### src/rtl/uart_tx_fifo_if.sv
// Producer-side byte handshake for the UART transmitter.
// The producer (master) offers a byte with tx_valid.
// The transmitter (slave) takes it on any edge where tx_valid && tx_ready.
interface uart_tx_fifo_if;
    logic [7:0] tx_data;
    logic       tx_valid;
    logic       tx_ready;

    modport master (output tx_data, output tx_valid, input tx_ready);
    modport slave  (input tx_data, input tx_valid, output tx_ready);
endinterface

### src/rtl/uart_tx_fifo.sv
// 8N1 UART transmitter with a small input FIFO.
// Bytes queue in the FIFO and are shifted out LSB first on a registered TXD.
// When more bytes are waiting, frames follow each other back to back with no idle gap.
module uart_tx_fifo #(
    parameter int CLK_FREQ_HZ = 12000000,
    parameter int BAUD_RATE   = 115200,
    parameter int DEPTH       = 4
) (
    input  logic                         CLK,
    input  logic                         RESET,
    uart_tx_fifo_if.slave                s,
    output logic                         TXD,
    output logic                         busy,
    output logic [$clog2(DEPTH+1)-1:0]   fifo_level
);

    localparam int CPB   = CLK_FREQ_HZ / BAUD_RATE;
    localparam int CNT_W = (CPB > 1) ? $clog2(CPB) : 1;
    localparam int PTR_W = (DEPTH > 1) ? $clog2(DEPTH) : 1;
    localparam int LVL_W = $clog2(DEPTH + 1);
    localparam logic [CNT_W-1:0] BAUD_LAST = CNT_W'(CPB - 1);
    localparam logic [LVL_W-1:0] LVL_FULL  = LVL_W'(DEPTH);

    generate
        if (CPB < 2) begin : g_bad_baud
            $error("uart_tx_fifo: CLK_FREQ_HZ / BAUD_RATE must be at least 2");
        end
        if ((DEPTH < 2) || ((DEPTH & (DEPTH - 1)) != 0)) begin : g_bad_depth
            $error("uart_tx_fifo: DEPTH must be a power of 2 and at least 2");
        end
    endgenerate

    typedef enum logic [1:0] {IDLE, START, DATA, STOP} state_t;

    state_t           state;
    logic [CNT_W-1:0] baud_cnt;
    logic [2:0]       bit_idx;
    logic [7:0]       shift;
    logic             txd_q;

    logic [7:0]       mem [DEPTH];
    logic [PTR_W-1:0] wr_ptr;
    logic [PTR_W-1:0] rd_ptr;
    logic [LVL_W-1:0] level;

    logic             fifo_empty;
    logic             baud_last;
    logic             push;
    logic             pop;

    assign fifo_empty = (level == '0);
    assign baud_last  = (baud_cnt == BAUD_LAST);

    // Ready depends only on registered occupancy, never on tx_valid, so there is no comb loop.
    assign s.tx_ready = !RESET && (level != LVL_FULL);
    assign push       = s.tx_valid && s.tx_ready;

    // Pop when the line is free: either idle, or on the final cycle of a stop bit.
    assign pop = !fifo_empty && ((state == IDLE) || ((state == STOP) && baud_last));

    assign TXD        = txd_q;
    assign fifo_level = level;
    assign busy       = (state != IDLE) || !fifo_empty;

    // FIFO storage: data only, written on an accepted handshake.
    always_ff @(posedge CLK) begin
        if (push) begin
            mem[wr_ptr] <= s.tx_data;
        end
    end

    // FIFO pointers and occupancy. Pointers wrap naturally because DEPTH is a power of 2.
    always_ff @(posedge CLK) begin
        if (RESET) begin
            wr_ptr <= '0;
            rd_ptr <= '0;
            level  <= '0;
        end else begin
            if (push) begin
                wr_ptr <= wr_ptr + 1'b1;
            end
            if (pop) begin
                rd_ptr <= rd_ptr + 1'b1;
            end
            case ({push, pop})
                2'b10:   level <= level + 1'b1;
                2'b01:   level <= level - 1'b1;
                default: level <= level;
            endcase
        end
    end

    // Frame sequencer: start bit, eight data bits LSB first, stop bit, each CPB cycles long.
    always_ff @(posedge CLK) begin
        if (RESET) begin
            state    <= IDLE;
            txd_q    <= 1'b1;
            baud_cnt <= '0;
            bit_idx  <= '0;
        end else begin
            case (state)
                IDLE: begin
                    txd_q    <= 1'b1;
                    baud_cnt <= '0;
                    if (!fifo_empty) begin
                        shift <= mem[rd_ptr];
                        txd_q <= 1'b0;
                        state <= START;
                    end
                end
                START: begin
                    if (baud_last) begin
                        baud_cnt <= '0;
                        bit_idx  <= '0;
                        txd_q    <= shift[0];
                        state    <= DATA;
                    end else begin
                        baud_cnt <= baud_cnt + 1'b1;
                    end
                end
                DATA: begin
                    if (baud_last) begin
                        baud_cnt <= '0;
                        if (bit_idx == 3'd7) begin
                            txd_q <= 1'b1;
                            state <= STOP;
                        end else begin
                            bit_idx <= bit_idx + 1'b1;
                            shift   <= {1'b0, shift[7:1]};
                            txd_q   <= shift[1];
                        end
                    end else begin
                        baud_cnt <= baud_cnt + 1'b1;
                    end
                end
                STOP: begin
                    if (baud_last) begin
                        baud_cnt <= '0;
                        if (!fifo_empty) begin
                            shift <= mem[rd_ptr];
                            txd_q <= 1'b0;
                            state <= START;
                        end else begin
                            state <= IDLE;
                        end
                    end else begin
                        baud_cnt <= baud_cnt + 1'b1;
                    end
                end
                default: begin
                    txd_q <= 1'b1;
                    state <= IDLE;
                end
            endcase
        end
    end

endmodule
### src/flat_wrapper.sv
// flat-port wrapper written by rule: the top's interface ports become plain ports
module uart_tx_fifo_flat 
#(
    parameter int CLK_FREQ_HZ = 12000000,
    parameter int BAUD_RATE   = 115200,
    parameter int DEPTH       = 4
)
  (CLK, RESET, TXD, busy, fifo_level, s_tx_data, s_tx_valid, s_tx_ready);
  uart_tx_fifo_if s_i ();
  input  logic CLK;
  input  logic RESET;
  output logic TXD;
  output logic busy;
  output logic [$clog2(DEPTH+1)-1:0] fifo_level;
  input wire logic [$bits(s_i.tx_data)-1:0] s_tx_data;
  input wire logic [$bits(s_i.tx_valid)-1:0] s_tx_valid;
  output wire logic [$bits(s_i.tx_ready)-1:0] s_tx_ready;
  assign s_i.tx_data = s_tx_data;
  assign s_i.tx_valid = s_tx_valid;
  assign s_tx_ready = s_i.tx_ready;
  uart_tx_fifo #(.CLK_FREQ_HZ(CLK_FREQ_HZ), .BAUD_RATE(BAUD_RATE), .DEPTH(DEPTH)) u_core (.CLK(CLK), .RESET(RESET), .s(s_i), .TXD(TXD), .busy(busy), .fifo_level(fifo_level));
endmodule
### config.mk
export PLATFORM = sky130hd
export DESIGN_NAME = uart_tx_fifo_flat
export DESIGN_NICKNAME = d
export VERILOG_FILES = /design/src/rtl/uart_tx_fifo_if.sv /design/src/rtl/uart_tx_fifo.sv /design/src/flat_wrapper.sv
export SDC_FILE = /design/constraint.sdc
export NUM_CORES = 1
export LEC_CHECK = 0
export BUFFER_PORTS_ARGS = -buffer_cell sky130_fd_sc_hd__buf_2
export CELL_PAD_IN_SITES_DETAIL_PLACEMENT = 1
export CELL_PAD_IN_SITES_GLOBAL_PLACEMENT = 2
export CORE_ASPECT_RATIO = 1.25
export CORE_MARGIN = 2
export CORE_UTILIZATION = 45
export CTS_BUF_LIST = sky130_fd_sc_hd__clkbuf_16
export CTS_CLUSTER_SIZE = 25
export DETAILED_ROUTE_END_ITERATION = 12
export PLACE_DENSITY = 0.85
export SLEW_MARGIN = 10
export SYNTH_ARGS = -nofsm -noshare
export SYNTH_HDL_FRONTEND = slang
export SYNTH_SLANG_ARGS = --single-unit
### constraint.sdc
create_clock -name CLK -period 3.5 [get_ports CLK]
set_input_delay 0.175 -clock CLK [delete_from_list [all_inputs] [get_ports CLK]]
set_output_delay 0.175 -clock CLK [all_outputs]
set_load 0.01 [all_outputs]
==> Word level (Yosys, flattened, before mapping) <==
Memory sizes are Yosys's and may differ from the RTL's. A register that Yosys moved wholly into a read port is not among the register bits.
Index checks and enable logic that the tools add are counted.
{ "classes": {"add_sub_neg": 6, "n_eq_ne": 15, "muxes": 30, "bitwise_logic": 1, "n_reduce_logical": 19} }
{ "op_table": {"columns": ["operator", "count"], "rows": [
  ["$mux W8", 4],
  ["$pmux W8 S3", 1],
  ["$mux W2", 7],
  ["$pmux W7 S2", 1],
  ["$pmux W3 S2", 2],
  ["$reduce_and A5 Y1", 2],
  ["$mux W1", 9],
  ["$mux W3", 3],
  ["$ne A2 B1 Y1 const B", 4],
  ["$pmux W2 S4", 1],
  ["$reduce_and A4 Y1", 2],
  ["$add A7 B1 Y7 const B", 1],
  ["$eq A7 B7 Y1 const B", 1],
  ["$mux W7", 1],
  ["$add A3 B1 Y3 const B", 2],
  ["$eq A2 B2 Y1 const B", 3],
  ["$ne A2 B2 Y1 const B", 3],
  ["$reduce_bool A2 Y1", 3],
  ["$add A2 B1 Y2 const B", 2],
  ["$eq A2 B1 Y1 const B", 2],
  ["$logic_and A1 B1 Y1", 4],
  ["$pmux W1 S4", 1],
  ["$eq A3 B3 Y1 const B", 1],
  ["$logic_not A3 Y1", 1],
  ["other kinds (8)", 10]
]} }
{ "totals": {"reg_bits": 28, "ram_bits": 32, "input_bits": 11, "output_inout_bits": 6, "word_cells": 80, "mem_count": 1} }
{ "memory_table": {"columns": ["memory", "depth", "word_bits", "read_ports", "rd_ports_with_merged_regs", "write_ports", "line_no", "text"], "rows": [
  ["u_core.mem", 4, 8, 1, 1, 1, "uart_tx_fifo.sv:41", "logic [7:0] mem [DEPTH];"]
]} }

==> Longest topological paths before layout <==
Gate-level depths: netlist of the first run.
{ "logic_depth": {"ltp_word": 6, "depth_mapped": 11, "ltp_nobuf": 10} }

==> Worst setup path after synthesis of the first run <==
Ideal clock, no wire load.
{ "synth_timing": {"path_kind": "flip-flop to flip-flop", "startpoint": "register u_core.baud_cnt[0]", "endpoint": "register u_core.shift[0], enable pin", "arrival_time_ns": 1.878, "slack_ns": 1.232, "path_stages_with_launch": 7, "n_path_buf": 1, "synth_period_minus_slack_ns": 2.268, "cell_sequence": "dfxtp_1 -> ha_1 -> and2_2 -> buf_6 -> nand2_1 -> o22a_1 -> nor4_1"} }
{ "synth_between": {"elab_chain_len": 3, "elab_cells_between_ends": 4, "classes_between": "3 x eq/ne; 1 x reduce/logical"} }
{ "synth_lines": {"columns": ["element", "line_no", "text"], "rows": [
  ["from (decl)", "uart_tx_fifo.sv:36", "logic [CNT_W-1:0] baud_cnt;"],
  ["from (signal assigned)", "uart_tx_fifo.sv:118", "baud_cnt <= baud_cnt + 1'b1;"],
  ["from (signal assigned)", "uart_tx_fifo.sv:133", "baud_cnt <= baud_cnt + 1'b1;"],
  ["from (signal assigned)", "uart_tx_fifo.sv:147", "baud_cnt <= baud_cnt + 1'b1;"],
  ["$eq A7 B7 Y1 *", "uart_tx_fifo.sv:52", "assign baud_last = (baud_cnt == BAUD_LAST);"],
  ["$ne A2 B1 Y1 (no source line)", null, null],
  ["$reduce_and A5 Y1 (no source line) *", null, null],
  ["to (signal assigned)", "uart_tx_fifo.sv:106", "shift <= mem[rd_ptr];"],
  ["to (signal assigned)", "uart_tx_fifo.sv:129", "shift <= {1'b0, shift[7:1]};"],
  ["to (signal assigned)", "uart_tx_fifo.sv:140", "shift <= mem[rd_ptr];"],
  ["to (decl)", "uart_tx_fifo.sv:38", "logic [7:0] shift;"]
]} }
Mark *: on every way between the ends. The rest lies on a longest branch, timed or not.
A chain may end at the register's enable or synchronous reset.

==> Worst setup path after layout of the first run <==
{ "layout_timing": {"startpoint": "register u_core.baud_cnt[0]", "endpoint": "register u_core.level[2], in the netlist u_core.fifo_level[2]"} }
{ "layout_between": {"elab_chain_len": 6, "elab_cells_between_ends": 8, "classes_between": "3 x eq/ne; 1 x mux; 4 x reduce/logical"} }
{ "layout_lines": {"columns": ["element", "line_no", "text"], "rows": [
  ["$eq A7 B7 Y1 *", "uart_tx_fifo.sv:52", null],
  ["$logic_and A1 B1 Y1 *", "uart_tx_fifo.sv:59", "assign pop = !fifo_empty && ((state == IDLE) || ((state == STOP) && baud_last));"],
  ["$logic_or A1 B1 Y1 *", "uart_tx_fifo.sv:59", null],
  ["$logic_and A1 B1 Y1 *", "uart_tx_fifo.sv:59", null],
  ["net u_core.pop", "uart_tx_fifo.sv:49", "logic pop;"],
  ["$eq A2 B1 Y1 / $eq A2 B2 Y1 (equally long branches)", "uart_tx_fifo.sv:85", "case ({push, pop})"],
  ["$pmux W3 S2 / $reduce_bool A2 Y1 (equally long branches)", null, null],
  ["to (signal assigned)", "uart_tx_fifo.sv:86", "2'b10: level <= level + 1'b1;"],
  ["to (signal assigned)", "uart_tx_fifo.sv:87", "2'b01: level <= level - 1'b1;"],
  ["to (signal assigned)", "uart_tx_fifo.sv:88", "default: level <= level;"],
  ["to (decl)", "uart_tx_fifo.sv:44", "logic [LVL_W-1:0] level;"]
]} }
Mark *: on every way through the listed nets, which the timed path passes. The rest lies on a longest branch.

==> results of run 1 <==
[flip-flops by register name (all words and copies together) (netlist names), named ones only]
name and cells:
u_core.TXD 1, u_core.mem 32, u_core.rd_ptr 2, u_core.state 2, u_core.bit_idx 3, u_core.wr_ptr 2, u_core.baud_cnt 7, u_core.fifo_level 3
u_core.shift 8
[critical path: stages (launching register included)]
cell and delay [ps]:
sky130_fd_sc_hd__dfxtp_1 380, sky130_fd_sc_hd__ha_1 220, sky130_fd_sc_hd__and2_2 280, sky130_fd_sc_hd__a31oi_1 210
sky130_fd_sc_hd__nor2_1 150, sky130_fd_sc_hd__ha_1 220, sky130_fd_sc_hd__inv_1 70, sky130_fd_sc_hd__fa_1 380
sky130_fd_sc_hd__xor2_1 170, sky130_fd_sc_hd__or3_1 310, sky130_fd_sc_hd__a21oi_1 130
[through the flow]
stage	instance area [um^2]	utilization, %	cells	total power, uW	setup slack [ps]
floorplan	2781	-	209	1667	1232
global placement	2912	47.84	303	1860	1045
detailed placement	2912	47.84	303	1889	1006
CTS	3194	52.49	319	2743	873.5
global route	3194	52.49	319	2881	720.0
finish	3194	52.49	319	2710	920.4
[routing by layer]
metal	part of all wire [%]	track usage (%)
met5	0	0
met4	3.9	11.76
met3	2.4	3.516
met2	52	28.65
met1	42	21.09
[cells in the mapped netlist (2+ instances only)]
master	count	share of area, %
sky130_fd_sc_hd__xnor2_1	2	0.63
sky130_fd_sc_hd__or3_1	2	0.45
sky130_fd_sc_hd__a21oi_1	11	2.0
sky130_fd_sc_hd__inv_1	13	1.8
sky130_fd_sc_hd__edfxtp_1	40	43
sky130_fd_sc_hd__xor2_1	6	1.9
sky130_fd_sc_hd__nand3_1	3	0.54
sky130_fd_sc_hd__mux2i_1	3	1.1
sky130_fd_sc_hd__nand2_1	12	1.6
sky130_fd_sc_hd__and2_1	6	1.3
sky130_fd_sc_hd__a211oi_1	2	0.54
sky130_fd_sc_hd__nor2b_1	2	0.45
sky130_fd_sc_hd__a22o_1	7	2.2
sky130_fd_sc_hd__buf_6	3	1.2
sky130_fd_sc_hd__nor3_1	3	0.54
sky130_fd_sc_hd__dfxtp_1	22	16
sky130_fd_sc_hd__mux4_2	8	6.5
sky130_fd_sc_hd__clkbuf_1	3	0.40
sky130_fd_sc_hd__nor2_1	19	2.6
sky130_fd_sc_hd__o31ai_1	2	0.54
sky130_fd_sc_hd__a31oi_1	2	0.45
sky130_fd_sc_hd__o21ai_0	5	0.90
sky130_fd_sc_hd__ha_1	14	6.3
sky130_fd_sc_hd__and2_2	2	0.54
[cell families (layout without fill, tap and decap cells)]
logic type / after synthesis / in the layout / share of synthesized area (%)
adders and majority gates: 15 / 15 / 7.018
DFF: 62 / 62 / 59.02
and+or+nand+nor: 57 / 57 / 10.44
muxes: 11 / 11 / 7.557
AOI/OAI and AO/OA: 35 / 35 / 9.401
buffers and inverters: 21 / 46 / 4.048
xor gates and xnor gates: 8 / 8 / 2.519
[worst max-delay path by stage]
stage,to,slack [ps],cells after the start,startpoint
floorplan,u_core.shift[0],1230,6,u_core.baud_cnt[0]
global placement,u_core.fifo_level[2],1050,9,u_core.baud_cnt[2]
detailed placement,u_core.fifo_level[2],1010,10,u_core.baud_cnt[0]
CTS,u_core.fifo_level[2],870,10,u_core.baud_cnt[0]
global route,u_core.fifo_level[2],720,9,u_core.baud_cnt[2]
finish,u_core.fifo_level[2],920,10,u_core.baud_cnt[0]
[power breakdown]
part | switching (uW) | total (uW) | internal, uW
clock network | 339 | 826 | 488
registers | 110 | 1050 | 937
logic | 474 | 837 | 363
total | 922 | 2710 | 1790
[final cells by class]
cell class	count	share of cell area, %
sequential	62	51.39
clock buffer	9	7.051
multi-input combinational	126	32.16
clock inverter	7	1.802
timing repair buffer	17	2.742
inverter	13	1.528
tap	85	3.329
==> qor.log, run 1 <==
qor: run_status.result_of_the_run completed
qor: layout.most-common-layout-cells 40 x sky130_fd_sc_hd__edfxtp_1, 22 x sky130_fd_sc_hd__dfxtp_1, 19 x sky130_fd_sc_hd__nor2_1
qor: floorplan.die_area 0.006830 mm^2
qor: critical_path.cp-start-kind register
qor: yosys.synth_sequential_area_ratio 59.02%
qor: critical_path.worstReg2RegStart u_core.baud_cnt[0]
qor: yosys.synthDistinctLibCells 41
qor: critical_path.criticalPathCategory register to register
qor: sta.clock.fmax 387.7 MHz
qor: placed_design.routabilityCongestion 0.7489
qor: grt.number_of_global_route_vias_before_repair 1806
qor: sta.final_min_period_over_clock_period 73.70%
qor: drt.detailroute.via_count 1680
qor: grt.global_route_wire_length_before_repair 8845 um
qor: grt.grt_usage 17.79%
qor: drt.number_of_nets_with_antenna_violations_after_routing 0
qor: sta.finalMaxSlewViolations 0
qor: critical_path.worstPathRequired 3760 ps
qor: yosys.ys_ff_latch 62
qor: clocking.post_cts_hold_buffer_count 0
qor: layout.register_area 0.001642 mm^2
qor: clocking.clkLatencyLatePin 320 ps
qor: sta.worst_hold_slack 61.14 ps
qor: placed_design.port_buffers 16
qor: grt.antenna_violations_before_repair 0
qor: drt.total_routed_wirelength 5315 um
qor: clocking.tritoncts yes
qor: floorplan.core_area 0.006086 mm^2
qor: yosys.synth_enable_flop_cells 40
qor: clocking.htree_levels 3
qor: critical_path.cp_max_fo 9
qor: yosys.ys.flop_type sky130_fd_sc_hd__edfxtp_1
qor: sta.worst_pin_slew 887.9 ps
qor: clocking.clkTransAtPathRegs 60 ps
qor: clocking.cts_buffers 9
qor: critical_path.endpoint_kind register
qor: layout.multi_input_comb_area 0.001027 mm^2
qor: flow_run.number_of_maximum_capacitance_violations 0
qor: power_and_ir_drop.p_leak 0.001182 uW
qor: grt.grt_start_max_net_pins 21
qor: worst_hold_path.hold_path.startpoint s_tx_data[4]
qor: worst_hold_path.worst_hold_path_type input pin to register
qor: sta.timing.slew.headroom 40.35%
qor: yosys.synthesis.instances 209
qor: sta.timing.setup.tns 0 ps
qor: sta.period_minus_slack 2580 ps
qor: layout.layout.nets 255
qor: clocking.post_cts_buffers 0
qor: power_and_ir_drop.max-vdd-ir-drop 484.4 uV
qor: sta.rsz0062_at_grt no
qor: clocking.cts_repair_resize_count 0
qor: drt.drt_pre_antenna_iters 4
qor: critical_path.regToRegSetupSlack 920 ps
qor: yosys.synth_warnings 0
qor: power_and_ir_drop.power.density 848.3 mW/mm^2
qor: layout.diodes 0
qor: floorplan.row_count 32
qor: yosys.mappedNetlistArea 0.002781 mm^2
qor: sta.timing.final.hold_violations 0
qor: placed_design.dp_hpwl 3663 um
qor: drt.first_iter_violations 51
qor: layout.layout.cells.most_common sky130_fd_sc_hd__edfxtp_1
qor: floorplan.initial_utilization 45.70%
qor: worst_hold_path.hold_path_end u_core.mem[1][4]
qor: clocking.clock_sinks 62
qor: grt.grt_overflow_total 0
qor: yosys.async_reset_ff_share 0%
qor: sta.setup_violations 0
qor: floorplan.ios 17
qor: floorplan.die_w 74.32 um
qor: worst_hold_path.hold_path_depth 1
qor: critical_path.worstRegToRegCells 10
qor: drt.wire_per_inst 16.66 um
qor: drt.routed_via_density 5.266
qor: critical_path.cp_data_arrival_time 2840 ps
qor: critical_path.rr_endpoint u_core.fifo_level[2]
qor: layout.layout.filler_cells 633
qor: floorplan.floorplan.die.height 91.90 um
qor: yosys.syn_nets 235
qor: clocking.cts_max_path_buffers 2
qor: clocking.clock-root-buffer sky130_fd_sc_hd__clkbuf_16
qor: sta.clock_skew 2.962 ps
qor: yosys.syn_avg_cell_area 13.31 um^2
qor: drt.remaining_drc_errors 0
qor: layout.layout-area-overhead-vs-synth 14.84%
qor: layout.layout-drive-gt1-share 21.37%
Note: power is estimated with default switching activity, not from simulation.
==> run 2, diff against run 1 <==
--- a/config.mk
+++ b/config.mk
@@ -5,16 +5,17 @@
 export SDC_FILE = /design/constraint.sdc
 export NUM_CORES = 1
 export LEC_CHECK = 0
+export ABC_AREA = 1
 export BUFFER_PORTS_ARGS = -buffer_cell sky130_fd_sc_hd__buf_2
 export CELL_PAD_IN_SITES_DETAIL_PLACEMENT = 1
 export CELL_PAD_IN_SITES_GLOBAL_PLACEMENT = 2
 export CORE_ASPECT_RATIO = 1.25
 export CORE_MARGIN = 2
-export CORE_UTILIZATION = 45
+export CORE_UTILIZATION = 39
 export CTS_BUF_LIST = sky130_fd_sc_hd__clkbuf_16
 export CTS_CLUSTER_SIZE = 25
 export DETAILED_ROUTE_END_ITERATION = 12
-export PLACE_DENSITY = 0.85
+export PLACE_DENSITY = 0.8
 export SLEW_MARGIN = 10
 export SYNTH_ARGS = -nofsm -noshare
 export SYNTH_HDL_FRONTEND = slang
==> constraint.sdc (replaced) <==
create_clock -name CLK -period 2.65 [get_ports CLK]
set_input_delay 0.1325 -clock CLK [delete_from_list [all_inputs] [get_ports CLK]]
set_output_delay 0.1325 -clock CLK [all_outputs]
set_load 0.01 [all_outputs]
==> run 2 against run 1 <==
Via count up 16%. Final cell count grew 26%. Area after synthesis increased by 0.99%. Non-clock buffer count rose by 5. Critical path type unchanged. Count of clock-buffer cells in the layout is the same. Global-route usage fell by 0.81 points. Largest cell class unchanged. Critical endpoint unchanged. Largest power group unchanged. Power grew 26%.
==> qor.log, run 2 <==
qor: clocking.cts_repair_resize_count 0 [unchanged]
qor: critical_path.worstPathRequired 2860 ps [-900 ps]
qor: floorplan.row_count 34 [+6.3%]
qor: yosys.ys.flop_type sky130_fd_sc_hd__edfxtp_1
qor: critical_path.cp_max_fo 3 [-6]
qor: layout.layout.filler_cells 806 [+27%]
qor: drt.routed_via_density 4.833 [-8.2%]
qor: placed_design.routabilityCongestion 0.7953 [+6.2%]
qor: drt.detailroute.via_count 1943 [+16%]
qor: floorplan.die_w 79.91 um [+7.5%]
qor: layout.layout.nets 333 [+31%]
qor: yosys.syn_nets 304 [+29%]
qor: drt.wl_met2 2948 um [+7.4%]
qor: yosys.synthesis.instances 278 [+33%]
qor: sta.final_min_period_over_clock_period 83.61% [+9.9 points]
qor: yosys.synth_enable_flop_cells 40 [unchanged]
qor: floorplan.ios 17 [unchanged]
qor: yosys.syn_avg_cell_area 10.10 um^2 [-24%]
qor: floorplan.die_area 0.007901 mm^2 [+16%]
qor: sta.rsz0062_at_grt no
qor: layout.multi_input_comb_area 0.001006 mm^2 [-2.1%]
qor: floorplan.core_area 0.006977 mm^2 [+15%]
qor: run_status.result_of_the_run completed
qor: yosys.synth.top_cells.by_count 42 x sky130_fd_sc_hd__nand2_1, 42 x sky130_fd_sc_hd__nor2_1, 40 x sky130_fd_sc_hd__edfxtp_1
qor: layout.most-common-layout-cells 42 x sky130_fd_sc_hd__nor2_1, 42 x sky130_fd_sc_hd__nand2_1, 40 x sky130_fd_sc_hd__edfxtp_1
qor: sta.timing.slew.headroom 60.91% [+21 points]
qor: sta.worst_hold_slack 25.45 ps [-35.68 ps]
qor: clocking.clock_sinks 62 [unchanged]
qor: yosys.mappedNetlistArea 0.002809 mm^2 [+0.99%]
qor: grt.grt_start_max_net_pins 18 [-14%]
qor: clocking.cts_buffers 9 [unchanged]
qor: sta.worst_pin_slew 586.4 ps [-301.6 ps]
qor: critical_path.cp_data_arrival_time 2430 ps [-410 ps]
qor: layout.layout-area-overhead-vs-synth 16.35%
qor: sta.clock_skew 5.732 ps [+2.770 ps]
qor: critical_path.critical_path.top_delay_family adder cells
qor: drt.remaining_drc_errors 0 [unchanged]
qor: drt.wire_per_inst 14.35 um [-14%]
qor: layout.largest-register u_core.mem
qor: power_and_ir_drop.p_leak 0.001280 uW [+8.3%]
qor: yosys.ys_ff_latch 62 [unchanged]
qor: critical_path.cell_by_cell_listing_of_the_critical_path ha_1 -> nand3_1 -> nor2_1 -> nand2_1 -> a21oi_1 -> ha_1 -> inv_1 -> fa_1 -> a21oi_1 -> o21ai_0 -> o21ai_0 -> a21oi_1
qor: critical_path.regToRegSetupSlack 430 ps [-490 ps]
qor: sta.finalMaxSlewViolations 0 [unchanged]
qor: layout.largestRegisters u_core.mem (32), u_core.shift (8), u_core.baud_cnt (7)
qor: clocking.tritoncts yes
qor: drt.dr.max_layer_used met4
qor: layout.diodes 0 [unchanged]
qor: clocking.clkLatencyLatePin 320 ps [about the same]
qor: critical_path.path_buf_inv 1 [unchanged]
qor: critical_path.cp-start-kind register
qor: layout.max_reg_flops 32 [unchanged]
qor: clocking.clkTransAtPathRegs 50 ps [about the same]
qor: clocking.cts_max_path_buffers 2 [unchanged]
qor: power_and_ir_drop.power.density 1048 mW/mm^2 [+24%]
qor: grt.number_of_global_route_vias_before_repair 2167 [+20%]
qor: floorplan.floorplan.die.height 98.89 um [+7.6%]
qor: placed_design.dp_hpwl 4107 um [+12%]
qor: sta.clock.fmax 451.3 MHz [+16%]
qor: drt.drt_pre_antenna_iters 4 [unchanged]
qor: floorplan.initial_utilization 40.26% [-5.4 points]
qor: sta.timing.final.hold_violations 0 [unchanged]
qor: placed_design.placement.setup.worst_slack 376.2 ps [-629.7 ps]
qor: sta.period_minus_slack 2216 ps [-364.0 ps]
qor: layout.layout-drive-gt1-share 18.27% [-3.1 points]
qor: drt.number_of_nets_with_antenna_violations_after_routing 0 [unchanged]
qor: yosys.yosys.area.top_type sky130_fd_sc_hd__edfxtp_1
qor: flow_run.number_of_maximum_capacitance_violations 0 [unchanged]
qor: sta.timing.final.ws_setup 434.4 ps [-486.0 ps]
qor: sta.setup_violations 0 [unchanged]
qor: clocking.post_cts_buffers 0 [unchanged]
qor: grt.antenna_violations_before_repair 0 [unchanged]
qor: yosys.synth_warnings 0 [unchanged]
qor: yosys.synthDistinctLibCells 27 [-34%]
qor: clocking.clock-root-buffer sky130_fd_sc_hd__clkbuf_16
qor: yosys.async_reset_ff_share 0% [unchanged]
qor: grt.grt_usage 16.98% [-0.81 points]
qor: critical_path.slowest_stage sky130_fd_sc_hd__fa_1
qor: yosys.synth.top_cells.by_area sky130_fd_sc_hd__edfxtp_1 43%, sky130_fd_sc_hd__dfxtp_1 16%, sky130_fd_sc_hd__ha_1 6.2%, sky130_fd_sc_hd__nand2_1 5.6%, sky130_fd_sc_hd__nor2_1 5.6%
qor: drt.first_iter_violations 120 [+140%]
qor: yosys.synth_sequential_area_ratio 58.44% [-0.58 points]
qor: sta.timing.setup.tns 0 ps [unchanged]
qor: grt.grt_overflow_total 0 [unchanged]
qor: layout.register_area 0.001642 mm^2 [unchanged]
qor: drt.total_routed_wirelength 5770 um [+8.6%]
qor: drt.dr_wl_met3 109 um [-15%]
qor: placed_design.port_buffers 16 [unchanged]
qor: critical_path.criticalPathCategory register to register
qor: critical_path.endpoint_kind register
qor: clocking.htree_levels 3 [unchanged]
qor: critical_path.critPathMaxStageDelay 380 ps [about the same]
qor: layout.stdcell_area 0.003268 mm^2 [+2.3%]
qor: placed_design.placed_cell_area 0.003002 mm^2 [+3.1%]
qor: drt.wl_met1 2602 um [+17%]
qor: power_and_ir_drop.max-vdd-ir-drop 666.0 uV [+37%]
qor: critical_path.critPathMostFrequentCell sky130_fd_sc_hd__a21oi_1
qor: clocking.post_cts_hold_buffer_count 0 [unchanged]
qor: grt.global_route_wire_length_before_repair 10160 um [+15%]
qor: yosys.synth_top_cell_area_share 42.76% [-0.42 points]
qor: worst_hold_path.worst_hold_path_type input pin to register
-- run 2: cell types whose count changed in the layout (fill, tap and decap cells not counted), moves of 5 or more --
cell / before / now
sky130_fd_sc_hd__a22o_1: 7 / 0
sky130_fd_sc_hd__and2_1: 6 / 0
sky130_fd_sc_hd__buf_4: 1 / 6
sky130_fd_sc_hd__inv_1: 13 / 25
sky130_fd_sc_hd__inv_2: 0 / 7
sky130_fd_sc_hd__mux4_2: 8 / 0
sky130_fd_sc_hd__nand2_1: 12 / 42
sky130_fd_sc_hd__nand2_2: 0 / 5
sky130_fd_sc_hd__nand3_1: 3 / 9
sky130_fd_sc_hd__nor2_1: 19 / 42
sky130_fd_sc_hd__o21ai_0: 5 / 21
sky130_fd_sc_hd__o22ai_1: 0 / 8
sky130_fd_sc_hd__xor2_1: 6 / 0
-- run 2: power by group --
group,switching (uW),internal [uW]
logic,722,368
registers,82.0,1220
clock network,412,625
total,1220,2210
-- run 2: metrics by stage --
step | utilization, % | std cells | total power [uW]
finish | 46.84 | 402 | 3425
global route | 46.84 | 402 | 3706
CTS | 46.84 | 402 | 3495
detailed placement | 43.02 | 386 | 2425
global placement | 43.02 | 386 | 2399
floorplan | - | 278 | 2125
-- run 2: path summary, 6_finish.rpt --
kind,startpoint,to,cells past startpoint
max,u_core.baud_cnt[0],u_core.fifo_level[2],12
min,s_tx_data[7],u_core.mem[0][7],1
max reg2reg,u_core.baud_cnt[0],u_core.fifo_level[2],12
min reg2reg,u_core.baud_cnt[0],u_core.baud_cnt[0],1
-- run 2: cell type report --
cell class              count  share of cell area (%)
clock buffers               9                   6.891
repair buffers             22                   3.828
multi-input cells         181                   30.78
flip-flops and latches     62                   50.23
inverters                  31                   3.561
well taps                  90                   3.446
clock inverters             7                   1.263
-- run 2: layer usage --
metal  global-route usage, %  up-vias
met2                   29.87       19
li1                        -     1000
met3                   3.571        8
met4                   7.432        0
met1                   19.60      916
met5                       0        -
-- run 2: worst reg2reg max path, delay by kind of cell, from the launching register on --
family	cells	cell delay [ps]
AO/OA/AOI/OAI	5	610
adder cells (fa/ha/maj)	3	730
buffers and inverters	1	60
flip-flops	1	350
AND/OR/NAND/NOR	3	370
-- run 2: cells by family after synthesis --
kind of cell / synth area share, %
and+or+nand+nor: 18.84
adders and majority gates: 6.949
buffers and inverters: 5.746
AOI/OAI and AO/OA: 10.02
DFF: 58.44
==> run 3, diff against run 2 <==
--- a/config.mk
+++ b/config.mk
@@ -11,11 +11,11 @@
 export CELL_PAD_IN_SITES_GLOBAL_PLACEMENT = 2
 export CORE_ASPECT_RATIO = 1.25
 export CORE_MARGIN = 2
-export CORE_UTILIZATION = 39
+export CORE_UTILIZATION = 35
 export CTS_BUF_LIST = sky130_fd_sc_hd__clkbuf_16
 export CTS_CLUSTER_SIZE = 25
 export DETAILED_ROUTE_END_ITERATION = 12
-export PLACE_DENSITY = 0.8
+export PLACE_DENSITY = 0.76
 export SLEW_MARGIN = 10
 export SYNTH_ARGS = -nofsm -noshare
 export SYNTH_HDL_FRONTEND = slang
==> constraint.sdc (replaced) <==
create_clock -name CLK -period 2 [get_ports CLK]
set_input_delay 0.1 -clock CLK [delete_from_list [all_inputs] [get_ports CLK]]
set_output_delay 0.1 -clock CLK [all_outputs]
set_load 0.01 [all_outputs]
==> run 3 against run 2 <==
Design area rose by 8.9%. Routed wire length grew 12%. Largest cell class unchanged. Sequential share of layout area fell by 4.0 points. Critical endpoint unchanged.
==> qor.log, run 3 (synthesis results as in run 2) <==
qor: layout.fin_util 45.68% [-1.2 points]
qor: grt.grt_usage 16.07% [-0.91 points]
qor: sta.clock.fmax 511.9 MHz [+13%]
qor: grt.grt_overflow_total 0 [unchanged]
qor: power_and_ir_drop.switching_share 35.69% [+0.19 points]
qor: grt.gr_util_met1 19.28% [-0.32 points]
qor: grt.antenna_violations_before_repair 0 [unchanged]
qor: power_and_ir_drop.clockPowerShare 28.6% [-1.7 points]
qor: power_and_ir_drop.p_leak 0.001414 uW [+10%]
qor: power_and_ir_drop.seq_power_share 35.8% [-2.1 points]
qor: sta.rsz0062_at_grt yes
qor: layout.layout-area-overhead-vs-synth 26.73%
qor: power_and_ir_drop.cell_internal_pwr 3094 uW [+40%]
qor: power_and_ir_drop.power_switching 1717 uW [+41%]
qor: drt.first_iter_violations 56 [-53%]
qor: grt.number_of_global_route_vias_before_repair 2191 [+1.1%]
qor: drt.total_routed_wirelength 6454 um [+12%]
qor: clocking.tritoncts yes
qor: floorplan.initial_utilization 36.05% [-4.2 points]
qor: power_and_ir_drop.max-vdd-ir-drop 604.5 uV [-9.2%]
qor: grt.globalRouteMet2Util 27.10% [-2.8 points]
qor: sta.period_minus_slack 1953 ps [-262.2 ps]
qor: sta.final_min_period_over_clock_period 97.67% [+14 points]
qor: sta.timing.final.hold_violations 0 [unchanged]
qor: drt.number_of_nets_with_antenna_violations_after_routing 0 [unchanged]
qor: layout.register_area 0.001644 mm^2 [+0.15%]
qor: run_status.result_of_the_run completed
qor: layout.diodes 0 [unchanged]
qor: floorplan.ios 17 [unchanged]
qor: sta.timing.slew.headroom 76.11% [+15 points]
qor: sta.clock_skew 5.388 ps [-0.3448 ps]
qor: layout.most-common-layout-cells 41 x sky130_fd_sc_hd__nand2_1, 40 x sky130_fd_sc_hd__nor2_1, 40 x sky130_fd_sc_hd__edfxtp_1
qor: grt.global_route_wire_length_before_repair 10880 um [+7.1%]
qor: floorplan.core_area 0.007792 mm^2 [+12%]
qor: placed_design.routabilityCongestion 0.7001 [-12%]
qor: drt.drt_pre_antenna_iters 4 [unchanged]
qor: power_and_ir_drop.pwr-share-comb 35.5% [+3.7 points]
qor: drt.routed_via_density 4.851 [+0.36%]
qor: critical_path.endpoint_kind register
qor: critical_path.critPathMaxStageDelay 350 ps [-30 ps]
qor: layout.layout.filler_cells 898 [+11%]
qor: critical_path.cp_max_fo 2 [-1]
qor: layout.multi_input_comb_area 0.001060 mm^2 [+5.3%]
qor: flow_run.number_of_maximum_capacitance_violations 0 [unchanged]
qor: power_and_ir_drop.power.density 1352 mW/mm^2 [+29%]
qor: critical_path.critical_path.top_delay_family adder cells
qor: drt.detailroute.via_count 2110 [+8.6%]
qor: critical_path.worstPathRequired 2210 ps [-650 ps]
qor: grt.grt-busiest-layer met2
qor: clocking.clock-root-buffer sky130_fd_sc_hd__clkbuf_16
qor: power_and_ir_drop.power.total 4811 uW [+40%]
qor: layout.layout.cells.most_common sky130_fd_sc_hd__nand2_1
qor: critical_path.criticalPathCategory register to register
qor: floorplan.die_w 84.13 um [+5.3%]
qor: placed_design.dp_hpwl 4563 um [+11%]
qor: sta.setup_violations 0 [unchanged]
qor: layout.largest-register u_core.mem
qor: drt.remaining_drc_errors 0 [unchanged]
qor: worst_hold_path.worst_hold_path_type input pin to register
qor: sta.finalMaxSlewViolations 0 [unchanged]
qor: grt.grt_util_met3 3.651% [+0.079 points]
qor: clocking.clock_sinks 62 [unchanged]
qor: critical_path.slowest_stage sky130_fd_sc_hd__dfxtp_2
qor: layout.layout-drive-gt1-share 27.06% [+8.8 points]
qor: clocking.htree_levels 3 [unchanged]
qor: floorplan.die_area 0.008762 mm^2 [+11%]
qor: layout.largestRegisters u_core.mem (32), u_core.shift (8), u_core.baud_cnt (7)
qor: layout.layout.nets 361 [+8.4%]
qor: critical_path.cell_by_cell_listing_of_the_critical_path ha_4 -> nand3_4 -> nor2_4 -> nand2_2 -> a21oi_2 -> ha_2 -> inv_2 -> fa_2 -> a21oi_2 -> o21ai_1 -> o21ai_1 -> a21oi_1
qor: clocking.clkTransAtPathRegs 50 ps [about the same]
qor: critical_path.path_buf_inv 1 [unchanged]
qor: placed_design.port_buffers 16 [unchanged]
qor: clocking.cts_buffers 9 [unchanged]
qor: floorplan.floorplan.die.height 104.2 um [+5.3%]
qor: clocking.clkLatencyLatePin 330 ps [about the same]
qor: critical_path.cp-start-kind register
qor: critical_path.cp_data_arrival_time 2170 ps [-260 ps]
qor: grt.grt_start_max_net_pins 17 [-1]
qor: floorplan.row_count 36 [+5.9%]
qor: clocking.cts_max_path_buffers 2 [unchanged]
qor: drt.wire_per_inst 14.84 um [+3.4%]
qor: sta.worst_pin_slew 358.0 ps [-228.4 ps]
qor: layout.max_reg_flops 32 [unchanged]
-- run 3: cell types whose count changed in the layout (fill, tap and decap cells not counted), moves of 2 or more --
cell                            before  now
sky130_fd_sc_hd__dfxtp_2             0    2
sky130_fd_sc_hd__ha_1               14   12
sky130_fd_sc_hd__a21oi_2             1    4
sky130_fd_sc_hd__buf_4               6   27
sky130_fd_sc_hd__dfxtp_1            22   20
sky130_fd_sc_hd__a21oi_1            15   12
sky130_fd_sc_hd__dlygate4sd3_1       0    7
sky130_fd_sc_hd__nor2_1             42   40
sky130_fd_sc_hd__o21ai_0            21   19
sky130_fd_sc_hd__o21ai_1             4    6
-- run 3: worst paths after layout --
| kind | startpoint | end | slack, ps | cells past startpoint |
|---|---|---|---|---|
| worst min register to register | u_core.bit_idx[1] | u_core.bit_idx[1] | 470 | 2 |
| worst max-delay path | u_core.baud_cnt[0] | u_core.fifo_level[2] | 50 | 12 |
| worst min-delay path | s_tx_data[6] | u_core.mem[2][6] | 10 | 1 |
| worst max register to register | u_core.baud_cnt[0] | u_core.fifo_level[2] | 50 | 12 |
-- run 3: stage by stage --
step / std cells / hold slack (ps) / setup TNS, ps / setup WS, ps / instance area, um^2
5_1_grt: 435 / 30.23 / -73.85 / -46.31 / 3560
3_3_place_gp: 409 / 317.1 / -247.5 / -190.4 / 3146
4_1_cts: 434 / 10.24 / -42.54 / -42.54 / 3546
6_report: 435 / 13.73 / 0 / 46.62 / 3560
2_1_floorplan: 278 / 169.1 / 0 / 9.416 / 2811
3_5_place_dp: 409 / 326.7 / -341.9 / -258.9 / 3146
-- run 3: what timing repair did --
| item | CTS | global route |
|---|---|---|
| hold endpoints to repair | 28 | 0 |
| pin swaps | 9 | 8 |
| buffers inserted | 2 | 1 |
| hold buffers | 7 | 0 |
| setup endpoints to repair | 2 | 2 |
| resized for setup | 14 | 2 |
-- run 3: power groups by stage --
stage	sequential [uW]	clock (uW)	combinational, uW
after floorplan	1750	0	1070
after global placement	1730	0	1550
after detailed placement	1740	0	1600
after CTS	1720	1420	1690
after global routing	1740	1470	1980
final	1720	1380	1710
-- run 3: metal layers --
layer | share of wire, % | wire (um)
met1 | 44 | 2826
met2 | 52 | 3380
met3 | 2.5 | 161
met4 | 1.3 | 86
met5 | 0 | 0
-- run 3: layout make-up --
cell class,instances,area share (%)
sequential,62,46.19
multi-input combinational,181,29.77
timing repair buffer,50,9.912
clock buffer,9,6.327
tap,95,3.339
inverter,31,3.269
clock inverter,7,1.195
-- run 3: worst reg2reg max path: stages (launching register included) --
cell                      delay (ps)
sky130_fd_sc_hd__dfxtp_2         350
sky130_fd_sc_hd__ha_4            150
sky130_fd_sc_hd__nand3_4          70
sky130_fd_sc_hd__nor2_4          110
sky130_fd_sc_hd__nand2_2          70
sky130_fd_sc_hd__a21oi_2         130
sky130_fd_sc_hd__ha_2            190
sky130_fd_sc_hd__inv_2            40
sky130_fd_sc_hd__fa_2            340
sky130_fd_sc_hd__a21oi_2         120
sky130_fd_sc_hd__o21ai_1          90
sky130_fd_sc_hd__o21ai_1         130
sky130_fd_sc_hd__a21oi_1          50
